## config.mk

```make
export PLATFORM = sky130hd
export DESIGN_NAME = tcm_mem_initiator
export DESIGN_NICKNAME = d
export VERILOG_FILES = /design/src/rtl/tcm_mem_initiator.sv
export SDC_FILE = /design/constraint.sdc
export NUM_CORES = 1
export LEC_CHECK = 0
export ABC_AREA = 1
export BUFFER_PORTS_ARGS = -buffer_cell sky130_fd_sc_hd__buf_4
export CAP_MARGIN = 20
export CORE_MARGIN = 1.5
export CORE_UTILIZATION = 46
export CTS_BUF_LIST = sky130_fd_sc_hd__clkbuf_4 sky130_fd_sc_hd__clkbuf_8
export CTS_CLUSTER_SIZE = 12
export DETAILED_ROUTE_END_ITERATION = 8
export MAX_ROUTING_LAYER = met4
export PLACE_DENSITY_LB_ADDON = 0.25
export SKIP_CTS_REPAIR_TIMING = 1
export SLEW_MARGIN = 20
export SYNTH_ARGS = -nofsm -noshare
export SYNTH_HDL_FRONTEND = slang
export SYNTH_SLANG_ARGS = --single-unit
export TNS_END_PERCENT = 100
```

## constraint.sdc

```tcl
create_clock -name clk_i -period 2.5 [get_ports clk_i]
set_clock_uncertainty 0.2 [all_clocks]
set_input_delay 0.5 -clock clk_i [delete_from_list [all_inputs] [get_ports clk_i]]
set_output_delay 0.5 -clock clk_i [all_outputs]
set_load 0.03 [all_outputs]
```

## src/rtl/tcm_mem_initiator.sv

```systemverilog
// Tightly-coupled-memory request initiator: issues 32-bit lane accesses to a
// 64-bit synchronous RAM and returns in-order responses through a 2-entry FIFO.
module tcm_mem_initiator #(
  parameter int TAG_W      = 4,
  parameter int RESP_DEPTH = 2
) (
  input  logic             clk_i,
  input  logic             rst_ni,
  input  logic             req_valid_i,
  input  logic [15:0]      req_addr_i,
  input  logic             req_rd_i,
  input  logic [3:0]       req_wr_i,
  input  logic [31:0]      req_data_i,
  input  logic [TAG_W-1:0] req_tag_i,
  output logic             req_accept_o,
  output logic             resp_valid_o,
  output logic [31:0]      resp_data_o,
  output logic [TAG_W-1:0] resp_tag_o,
  input  logic             resp_ready_i,
  output logic [12:0]      ram_addr_o,
  output logic [63:0]      ram_data_o,
  output logic [7:0]       ram_wr_o,
  input  logic [63:0]      ram_data_i
);

  localparam int CNT_W = $clog2(RESP_DEPTH + 1);

  logic             infl_vld_q;
  logic             infl_lane_q;
  logic             infl_rd_q;
  logic [TAG_W-1:0] infl_tag_q;

  logic [31:0]      fifo_data_q [2];
  logic [TAG_W-1:0] fifo_tag_q  [2];
  logic             wr_ptr_q, rd_ptr_q;
  logic [CNT_W-1:0] cnt_q, cnt_d;

  logic [CNT_W-1:0] occ;
  logic             push, pop, accept, is_wr;
  logic [31:0]      push_data;
  logic             unused_addr_lsb;

  assign unused_addr_lsb = ^req_addr_i[1:0];

  // A pop in the same cycle frees a slot, so a full pipe still accepts.
  assign occ    = cnt_q + CNT_W'(infl_vld_q);
  assign pop    = resp_valid_o && resp_ready_i;
  assign accept = rst_ni && req_valid_i && ((occ < CNT_W'(RESP_DEPTH)) || pop);
  assign is_wr  = |req_wr_i;
  assign push   = infl_vld_q;

  assign req_accept_o = accept;
  assign ram_addr_o   = req_addr_i[15:3];
  assign ram_data_o   = {req_data_i, req_data_i};
  assign ram_wr_o     = (accept && is_wr) ?
                        (req_addr_i[2] ? {req_wr_i, 4'h0} : {4'h0, req_wr_i}) : 8'h00;

  assign push_data = infl_rd_q ? (infl_lane_q ? ram_data_i[63:32] : ram_data_i[31:0])
                               : 32'h0;

  assign resp_valid_o = (cnt_q != '0);
  assign resp_data_o  = resp_valid_o ? fifo_data_q[rd_ptr_q] : 32'h0;
  assign resp_tag_o   = resp_valid_o ? fifo_tag_q[rd_ptr_q]  : '0;

  always_comb begin
    cnt_d = cnt_q;
    case ({push, pop})
      2'b10:   cnt_d = cnt_q + CNT_W'(1);
      2'b01:   cnt_d = cnt_q - CNT_W'(1);
      default: cnt_d = cnt_q;
    endcase
  end

  always_ff @(posedge clk_i or negedge rst_ni) begin
    if (!rst_ni) begin
      infl_vld_q <= 1'b0;
      wr_ptr_q   <= 1'b0;
      rd_ptr_q   <= 1'b0;
      cnt_q      <= '0;
    end else begin
      infl_vld_q <= accept;
      wr_ptr_q   <= wr_ptr_q ^ push;
      rd_ptr_q   <= rd_ptr_q ^ pop;
      cnt_q      <= cnt_d;
    end
  end

  // Payload registers carry no reset; their valid qualifiers above do.
  always_ff @(posedge clk_i) begin
    if (accept) begin
      infl_tag_q  <= req_tag_i;
      infl_lane_q <= req_addr_i[2];
      infl_rd_q   <= req_rd_i && !is_wr;
    end
    if (push) begin
      fifo_data_q[wr_ptr_q] <= push_data;
      fifo_tag_q[wr_ptr_q]  <= infl_tag_q;
    end
  end

endmodule

```

# Word-level counts from Yosys, hierarchy flattened
# Memory sizes are Yosys's and may differ from the RTL's.
# Index checks and enable logic that the tools add are counted.
# classes
add_sub_neg	3
n_lt_le_gt_ge	1
n_eq_ne	2
muxes	9
n_bitwise	2
reduce_logical	10
# ops
cell	count
32-bit two-way mux	3
8-bit two-way mux	2
1-bit logical AND	5
4-bit two-way mux	1
2-bit one-hot mux with 2 select lines	1
2-bit nonzero test	2
4-bit OR reduction	1
2-bit by 1-bit adder with 2-bit output	1
2-bit by 1-bit adder with 2-bit output (second input constant)	1
2-bit by 1-bit == test with 1-bit output (second input constant)	1
2-bit == test (second input constant)	1
2-bit < comparator (second input constant)	1
1-bit two-way mux	2
2-bit by 1-bit subtractor with 2-bit output (second input constant)	1
1-bit XOR	2
1-bit zero test	1
1-bit logical OR	1
# word_totals
register_bits	11
ram_bits	72
in_bits	125
out_inout_bits	123
word_cells	36
n_memories	2
# memory_table
memory	depth	word_bits	rd	rd_ports_with_merged_regs	wr	line	text
fifo_data_q	2	32	1	0	1	33	logic [31:0] fifo_data_q [2];
fifo_tag_q	2	4	1	0	1	34	logic [TAG_W-1:0] fifo_tag_q [2];

# Logic depth before layout (Yosys ltp)
# Gate-level depths: netlist of the first run.
# logic_depth
word_depth	6
depth_mapped	6
mapped_depth_nobuf	6

# Worst setup path after synthesis of the first run
# OpenSTA, ideal clock, no wires.
# synth_path
path_kind	register -> register
start	reg infl_vld_q
end	mem fifo_data_q[0][0] (enable)
arrival_time_ns	1.329
required_time_ns	1.903
slack_ns	0.574
stages_incl_launch_ff	2
path_cell_list	dfrtp_1 -> ha_1
# synth_via
elab_chain_len	2
# synth_lines
element	line	text
start, declared	28	logic infl_vld_q;
start signal, assigned	81	infl_vld_q <= accept;
1-bit two-way mux	95	if (push) begin
1-bit two-way mux (not written as such)	96	fifo_data_q[wr_ptr_q] <= push_data;
end, declared	33	
# No other way between the ends.

# Worst setup path in the final report of the first run
# layout_path
start	reg cnt_q[0]
end	out req_accept_o
# layout_via
elab_chain_len	4
# layout_lines
element	line	text
start, declared	36	logic [CNT_W-1:0] cnt_q, cnt_d;
start signal, assigned	84	cnt_q <= cnt_d;
2-bit by 1-bit adder with 2-bit output or 2-bit nonzero test (tied branches)	46, 61	
2-bit < comparator or 1-bit logical AND (tied branches)	48, 47	
1-bit logical OR (*)	48	assign accept = rst_ni && req_valid_i && ((occ < CNT_W'(RESP_DEPTH)) || pop);
1-bit logical AND (*)	48	
end, declared	15	output logic req_accept_o,
# Every way passes the cells marked *; elsewhere a longest branch is shown, timed or not.

==> impl_metrics.py, run 1 <==
metrics = {
    "synthesis": {
        "synth_cells": 434,
        "synth_cell_types": 22,
        "yosys_most_used_dff": "edfxtp_1",
        "avgSynthCellArea_um2": 10.1,
        "synth_top_cell_by_area": "edfxtp_1",
        "yosysMostFrequentCell": "nand2_1",
        "synth_async_sr_flop_share_pct": 6.02,
        "synth_edf_count": 78,
        "netlist_top_cells_area": "edfxtp_1 53%, buf_4 14%, nand2_1 7.4%",
        "syn_area_um2": 4390,
        "synth-seq-cells": 83,
        "yosysTopAreaCellShare_pct": 53.3,
        "synth-seq-area-share_pct": 56.2,
        "synth_nets": 562,
        "ys_top_cells_by_count": "86 x nand2_1, 80 x buf_4, 78 x edfxtp_1",
        "ys_warn_count": 0,
    },
    "clocking": {
        "cts_buffer_depth": 2,
        "htreeDepth": 3,
        "path_clk_slew_ps": 80,
        "cts-buffers-inserted": 9,
        "cts-root-buf": "clkbuf_8",
        "cts_tree": "done",
        "cts.sinks": 83,
        "clock_latency_ps": 340,
    },
    "worst_setup_path": {
        "cp.arrival_ps": 1600,
        "crit_family": "flip-flops",
        "cpPeakStageDelay_ps": 500,
        "cp.required_ps": 1800,
        "path_cells": "nand3_1, nand3_2, nand2_1, inv_1, buf_4",
        "cp-start-kind": "flop",
        "critical_path_buf_inv_count": 2,
        "crit_path_end_kind": "primary output",
        "path_max_fanout": 8,
        "critical_path_class": "reg2out",
        "crit_slowest_cell": "dfrtp_1",
    },
    "timing": {
        "hold_viol": 0,
        "tns_ps": 0,
        "timing.slew.headroom_pct": 62.7,
        "final-setup-viol-count": 0,
        "slew_viol_final": 0,
        "max_freq_mhz": 435,
        "worst_slew_pin_slew_ps": 559,
        "grt_setup_unrepaired": "no",
        "period_share_pct": 91.9,
        "setup_slack_ps": 203,
        "fin_crit_ps": 2300,
    },
    "floorplanning": {
        "ios": 248,
        "die_w_um": 101,
        "start_util_pct": 47.5,
        "row_count": 35,
        "coreArea_um2": 9240,
        "die_h_um": 101,
        "die-area_um2": 10100,
    },
    "pwr": {
        "ir_drop_v": 0.000360,
        "total_power_mw": 5.26,
        "p_per_area_nw_per_um2": 1030,
        "p_leak_nw": 2.11,
    },
    "cells_and_area": {
        "multiInputGateArea_um2": 1180,
        "fin_nets": 612,
        "fillCellCount": 819,
        "diodes": 0,
        "drive_gt1_share_pct": 37.8,
        "register_area_um2": 2470,
        "syn2layout_area_growth_pct": 16.4,
    },
    "run_status": {
        "status": "finished clean",
    },
    "global_route": {
        "grt_pass1_vias": 2886,
        "grt_pass1_wl_mm": 13.3,
        "grt_usage_pct": 17.9,
        "antenna_found_initial": 0,
        "grt_max_degree": 33,
        "overflow": 0,
    },
    "route": {
        "firstDrtPassIters": 4,
        "first_iter_violations": 75,
        "vias_per_cell": 4.83,
        "avgRoutedWirePerCell_um": 13.8,
        "wl_mm": 8.52,
        "route.detailed.drc": 0,
        "antenna_left": 0,
        "dr_total_vias": 2982,
    },
    "placed_design": {
        "place_congestion": 0.718,
        "pre_cts_ws_ps": 479,
        "port_buffers": 123,
        "hpwl_mm": 5.88,
    },
    "hold_path": {
        "hp-class": "in2reg",
    },
    "job": {
        "maxCapViolCount": 0,
    },
}
stage by stage:
stage	area [µm²]	utilization (%)	std cells	hold slack (ps)
2_1_floorplan	4390	-	434	4.41
3_3_place_gp	4890	53.0	601	111
3_5_place_dp	4890	53.0	601	113
4_1_cts	5100	55.2	617	-273
5_1_grt	5110	55.3	618	105
6_report	5110	55.3	618	130
power breakdown:
part | total (mW) | internal, mW | switching [mW]
Clock | 0.971 | 0.525 | 0.446
Combinational | 2.50 | 0.876 | 1.62
Sequential | 1.79 | 1.71 | 0.0773
Total | 5.26 | 3.12 | 2.15
sequential cells by signal (all words and copies together), names as in the netlist:
name,count
infl_vld_q,1
wr_ptr_q,1
cnt_q,2
fifo_data_q,64
infl_tag_q,4
infl_rd_q,1
fifo_tag_q,8
infl_lane_q,1
rd_ptr_q,1
cell usage in the layout, fill, tap and decap left out, types with 2 or more instances in the layout:
master	n
a21oi_1	8
nand2_1	86
clkbuf_8	11
inv_1	11
buf_12	2
a21oi_2	29
nor2_1	76
ha_2	2
o21ai_0	32
buf_4	133
clkinvlp_4	2
xor2_1	2
edfxtp_1	78
dfrtp_1	5
layer usage:
| metal | part of all wire [%] | global-route usage, % | vias up |
|---|---|---|---|
| li1 | - | - | 1450 |
| met1 | 40 | 19.2 | 1382 |
| met2 | 52 | 31.3 | 127 |
| met3 | 6.3 | 4.30 | 23 |
| met4 | 1.6 | 7.91 | 0 |
| met5 | 0 | - | - |
area by class of cell:
cell class | instances | area share (%)
clock inverter | 4 | 0.979
sequential | 83 | 48.3
tap | 129 | 3.16
timing repair buffer | 136 | 20.5
multi-input combinational | 242 | 23.1
inverter | 12 | 0.881
clock buffer | 12 | 3.11
path summary, 6_finish.rpt:
kind / slack [ps] / depth (start not counted) / start / to
setup / recovery: 200 / 5 / cnt_q[0] / req_accept_o
max in group asynchronous: 1550 / 2 / rst_ni / wr_ptr_q
setup reg to reg: 450 / 7 / cnt_q[0] / cnt_q[1]
hold reg to reg: 250 / 0 / infl_tag_q[0] / fifo_tag_q[0][0]
min in group asynchronous: 340 / 2 / rst_ni / cnt_q[1]
hold / removal: 130 / 1 / req_tag_i[1] / infl_tag_q[1]
kinds of logic (layout without fill, tap and decap cells):
group	count (synthesis)	in the layout	share of synthesized area (%)
AND/OR/NAND/NOR	167	167	14.9
buffers and inverters	109	164	17.1
flip-flops	83	83	56.2
AO/OA/AOI/OAI	69	69	10.3
adder cells (fa/ha/maj)	3	3	0.855
XOR/XNOR	3	3	0.599
worst reg2reg max path, delay by kind of cell, from the launching register on:
family / cells / cell delay [ps]
DFF: 1 / 480
adders and majority gates: 1 / 330
and+or+nand+nor: 3 / 320
buffers and inverters: 1 / 280
AOI/OAI and AO/OA: 1 / 180
xor gates and xnor gates: 1 / 150
Power figures use the tool's default switching activity.
==> inputs of run 2 (changes only) <==
Settings changed: CAP_MARGIN 20 to 15, CTS_BUF_LIST sky130_fd_sc_hd__clkbuf_4 sky130_fd_sc_hd__clkbuf_8 to sky130_fd_sc_hd__clkbuf_4, SKIP_LAST_GASP set to 1.
==> impl_metrics.py, run 2 (synthesis results as in run 1) <==
metrics = {
    "cells_and_area": {
        "fin_nets": 612,
        "top_register": "fifo_data_q",
        "largestRegisters": "fifo_data_q: 64 flops, fifo_tag_q: 8 flops, infl_tag_q: 4 flops",
        "syn2layout_area_growth_pct": 14.7,
        "drive_gt1_share_pct": 37.6,
        "final_cells": 618,
        "final_common_cell": "buf_4",
        "largest_reg_flops": 64,
        "fillCellCount": 830,
        "diodes": 0,
        "layout_common_cells": "133 x buf_4, 86 x nand2_1, 78 x edfxtp_1, 76 x nor2_1, 32 x o21ai_0",
    },
    "floorplanning": {
        "die-area_um2": 10100,
        "start_util_pct": 47.5,
        "row_count": 35,
        "die_w_um": 101,
        "ios": 248,
        "die_h_um": 101,
        "coreArea_um2": 9240,
    },
    "hold_path": {
        "min_path_cells": 1,
        "hp-class": "in2reg",
    },
    "timing": {
        "fin_crit_ps": 2330,
        "max_freq_mhz": 429,
        "setup_slack_ps": 166,
        "slew_viol_final": 0,
        "tns_ps": 0,
        "hold_viol": 0,
        "grt_setup_unrepaired": "no",
        "worst_slew_pin_slew_ps": 506,
        "timing.slew.headroom_pct": 66.3,
        "final-setup-viol-count": 0,
        "period_share_pct": 93.3,
        "holdWs_ps": 55.3,
    },
    "clocking": {
        "path_clk_slew_ps": 120,
        "cts.sinks": 83,
        "htreeDepth": 3,
        "cts-buffers-inserted": 9,
        "cts_tree": "done",
        "cts_buffer_depth": 2,
        "cts-root-buf": "clkbuf_4",
        "clock_latency_ps": 410,
    },
    "global_route": {
        "grt.busiest_layer": "met2",
        "grt_pass1_wl_mm": 13.4,
        "grtUsageMet3_pct": 4.92,
        "grt_usage_pct": 18.1,
        "grt_max_degree": 33,
        "antenna_found_initial": 0,
        "grt_use_met1_pct": 19.3,
        "grt_use_met2_pct": 31.7,
        "overflow": 0,
        "grt_pass1_vias": 2880,
    },
    "job": {
        "maxCapViolCount": 0,
    },
    "worst_setup_path": {
        "cp.required_ps": 1800,
        "cp.arrival_ps": 1630,
        "path_max_fanout": 8,
        "path_cells": "nand2_1, nand2_1, nand3_2, nand2_1, inv_1, buf_4",
        "path_common_cell": "nand2_1",
        "crit_path_end_kind": "primary output",
        "reg2reg_depth": 7,
        "cpPeakStageDelay_ps": 460,
        "crit_slowest_cell": "dfrtp_1",
        "cp-start-kind": "flop",
        "critical_path_class": "reg2out",
    },
    "run_status": {
        "status": "finished clean",
    },
    "route": {
        "route.detailed.drc": 0,
        "avgRoutedWirePerCell_um": 13.8,
        "firstDrtPassIters": 4,
        "antenna_left": 0,
        "dr_total_vias": 2980,
        "wl_mm": 8.52,
        "vias_per_cell": 4.82,
        "first_iter_violations": 81,
    },
    "pwr": {
        "p_leak_nw": 2.07,
        "p_per_area_nw_per_um2": 997,
        "total_power_mw": 5.02,
        "ir_drop_v": 0.000392,
    },
    "placed_design": {
        "hpwl_mm": 5.88,
        "pre_cts_ws_ps": 479,
        "dp.cells": 601,
        "port_buffers": 123,
        "place_congestion": 0.718,
    },
}
run 2: cell types whose count changed in the layout (fill, tap and decap cells not counted), sizes merged:
cell,change
clkinv,+2
clkbuf,-2
run 2: path summary, 6_finish.rpt:
| path | startpoint | end | slack, ps |
|---|---|---|---|
| worst max-delay path | infl_vld_q | req_accept_o | 170 |
| worst min-delay path | req_tag_i[1] | infl_tag_q[1] | 60 |
| worst max register to register | cnt_q[0] | cnt_q[1] | 480 |
| worst min register to register | infl_tag_q[0] | fifo_tag_q[0][0] | 270 |
| max in group asynchronous | rst_ni | cnt_q[0] | 1610 |
| min in group asynchronous | rst_ni | infl_vld_q | 270 |
run 2: where the power goes:
| part | leakage, nW | total [mW] | switching (mW) | internal (mW) |
|---|---|---|---|---|
| Clock | 0.0675 | 0.727 | 0.419 | 0.308 |
| Sequential | 0.784 | 1.79 | 0.0775 | 1.72 |
| Combinational | 1.22 | 2.50 | 1.63 | 0.876 |
| Total | 2.07 | 5.02 | 2.12 | 2.90 |
run 2: layout make-up:
| class | count | area, µm² | share of cell area [%] |
|---|---|---|---|
| Inverter | 12 | 45.0 | 0.894 |
| Multi-Input combinational cell | 242 | 1180 | 23.4 |
| Clock inverter | 6 | 57.6 | 1.14 |
| Sequential cell | 83 | 2470 | 49.0 |
| Clock buffer | 10 | 75.1 | 1.49 |
| Timing Repair Buffer | 136 | 1050 | 20.8 |
| Tap cell | 129 | 161 | 3.20 |
run 2: critical path, delay by kind of cell (launching register included):
kind | cells | cell delay (ps)
flops | 1 | 460
buf+inv | 2 | 450
simple gates | 4 | 310
run 2: through the flow:
| step | util [%] | instance area, µm² |
|---|---|---|
| global route | 54.5 | 5040 |
| finish | 54.5 | 5040 |
| floorplan | - | 4390 |
| detailed placement | 53.0 | 4890 |
| CTS | 54.4 | 5030 |
| global placement | 53.0 | 4890 |
run 2: per-layer routing:
layer  wire length (µm)  part of all wire [%]
met3                576                   6.8
met4                123                   1.4
met5                  0                     0
met1               3340                    39
met2               4480                    53
==> inputs of run 3 (changes only) <==
==> constraint.sdc (replaced) <==
create_clock -name clk_i -period 2.5 [get_ports clk_i]
set_clock_uncertainty 0.2 [all_clocks]
set_input_delay 0.375 -clock clk_i [delete_from_list [all_inputs] [get_ports clk_i]]
set_output_delay 0.375 -clock clk_i [all_outputs]
set_load 0.03 [all_outputs]
==> impl_metrics.py, run 3 (synthesis results as in run 1) <==
metrics = {
    "run_status": {
        "status": "finished clean",
    },
    "timing": {
        "tns_ps": 0,
        "timing.slew.headroom_pct": 67.1,
        "worst_slew_pin_slew_ps": 493,
        "max_freq_mhz": 435,
        "holdWs_ps": 88.2,
        "final-setup-viol-count": 0,
        "fin_crit_ps": 2300,
        "period_share_pct": 92.1,
        "hold_viol": 0,
        "setup_slack_ps": 199,
        "grt_setup_unrepaired": "no",
        "slew_viol_final": 0,
    },
    "pwr": {
        "total_power_mw": 5.08,
        "switching_share_pct": 41.5,
        "p_int_mw": 2.97,
        "seq_power_share_pct": 35.5,
        "p_per_area_nw_per_um2": 993,
        "pwr-share-comb_pct": 50.0,
        "p_leak_nw": 2.11,
        "power.share.clock_pct": 14.5,
        "netSwitchingPower_mw": 2.11,
        "ir_drop_v": 0.000312,
    },
    "hold_path": {
        "holdPathEnd": "infl_rd_q",
        "hp-class": "in2reg",
        "min_path_cells": 3,
        "hold_start": "req_rd_i",
    },
    "worst_setup_path": {
        "critical_path_buf_inv_count": 5,
        "path_cells": "dlygate4sd3_1, buf_4, nand2_1, inv_1, nand2_1, inv_1, buf_4",
        "reg2reg_depth": 6,
        "crit_path_end_kind": "primary output",
        "critical_path_class": "in2out",
        "crit_slowest_cell": "dlygate4sd3_1",
        "r2r_end": "cnt_q[1]",
        "cp.required_ps": 1920,
        "path_max_fanout": 8,
        "ff2ff_setup_slack_ps": 590,
        "crit_family": "buffers and inverters",
        "cp.arrival_ps": 1730,
        "cpPeakStageDelay_ps": 520,
        "r2r-start": "cnt_q[0]",
        "cp-start-kind": "input port",
    },
    "floorplanning": {
        "die_w_um": 101,
        "ios": 248,
        "start_util_pct": 47.5,
        "row_count": 35,
        "die-area_um2": 10100,
        "coreArea_um2": 9240,
        "die_h_um": 101,
    },
    "cells_and_area": {
        "fillCellCount": 817,
        "layout_common_cells": "131 x buf_4, 86 x nand2_1, 78 x edfxtp_1, 76 x nor2_1, 32 x o21ai_0",
        "fin_nets": 617,
        "final_cells": 623,
        "diodes": 0,
        "final_area_um2": 5110,
        "drive_gt1_share_pct": 37.2,
        "largest_reg_flops": 64,
        "top_register": "fifo_data_q",
        "largestRegisters": "fifo_data_q: 64 flops, fifo_tag_q: 8 flops, infl_tag_q: 4 flops",
        "postLayoutCoreUtil_pct": 55.3,
        "syn2layout_area_growth_pct": 16.4,
        "final_common_cell": "buf_4",
    },
    "route": {
        "firstDrtPassIters": 4,
        "avgRoutedWirePerCell_um": 13.4,
        "dr_total_vias": 2988,
        "first_iter_violations": 95,
        "antenna_left": 0,
        "route.detailed.drc": 0,
        "vias_per_cell": 4.80,
        "wl_mm": 8.37,
    },
    "placed_design": {
        "port_buffers": 123,
        "pre_cts_ws_ps": 587,
        "dp.cells": 601,
        "place_congestion": 0.733,
        "hpwl_mm": 5.96,
        "dpl_cell_area_um2": 4920,
    },
    "global_route": {
        "antenna_found_initial": 0,
        "grt_pass1_vias": 2881,
        "grt_max_degree": 33,
        "grt_usage_pct": 17.9,
        "grt_pass1_wl_mm": 13.3,
        "overflow": 0,
    },
    "clocking": {
        "cts-root-buf": "clkbuf_4",
        "cts_tree": "done",
        "cts_buffer_depth": 2,
        "htreeDepth": 3,
        "path_clk_slew_ps": 100,
        "cts-buffers-inserted": 9,
        "clock_latency_ps": 400,
        "cts.sinks": 83,
    },
    "job": {
        "maxCapViolCount": 0,
    },
}
-- run 3: power groups by stage --
| stage | Clock (mW) | Sequential [mW] | Combinational (mW) |
|---|---|---|---|
| after floorplan | 0 | 1.80 | 1.92 |
| after global placement | 0 | 1.83 | 2.53 |
| after detailed placement | 0 | 1.84 | 2.57 |
| after CTS | 0.762 | 1.81 | 2.58 |
| after global routing | 0.825 | 1.83 | 2.74 |
| final | 0.736 | 1.80 | 2.54 |
-- run 3: worst register-to-register path, cell delays in order (launching register included) --
cell and delay [ps]:
dfrtp_1 480, nor2_4 350, nor2_1 120, ha_1 330
a21oi_1 120, nand2_1 70, xor2_1 140
-- run 3: worst max path at each step --
stage	depth (start not counted)	to	startpoint	slack (ps)
global route	5	resp_tag_o[0]	rd_ptr_q	50
finish	7	req_accept_o	rst_ni	200
floorplan	1	fifo_data_q[0][0]	infl_vld_q	570
detailed placement	6	cnt_q[1]	cnt_q[0]	590
CTS	5	resp_tag_o[0]	rd_ptr_q	160
global placement	6	cnt_q[1]	cnt_q[0]	600
-- run 3: metal layers --
| metal | track usage (%) | vias to the layer above | routed length (µm) |
|---|---|---|---|
| li1 | - | 1466 | - |
| met1 | 18.7 | 1376 | 3390 |
| met4 | 6.72 | 0 | 138 |
| met5 | - | - | 0 |
| met3 | 5.20 | 22 | 557 |
| met2 | 31.9 | 124 | 4290 |
-- run 3: final cells by class --
| class | instances | area [µm²] | area share (%) |
|---|---|---|---|
| clock buffers | 12 | 90.1 | 1.76 |
| flip-flops and latches | 83 | 2470 | 48.3 |
| clock inverters | 4 | 43.8 | 0.857 |
| multi-input cells | 242 | 1180 | 23.1 |
| repair buffers | 141 | 1120 | 22.0 |
| well taps | 129 | 161 | 3.16 |
| inverters | 12 | 45.0 | 0.881 |
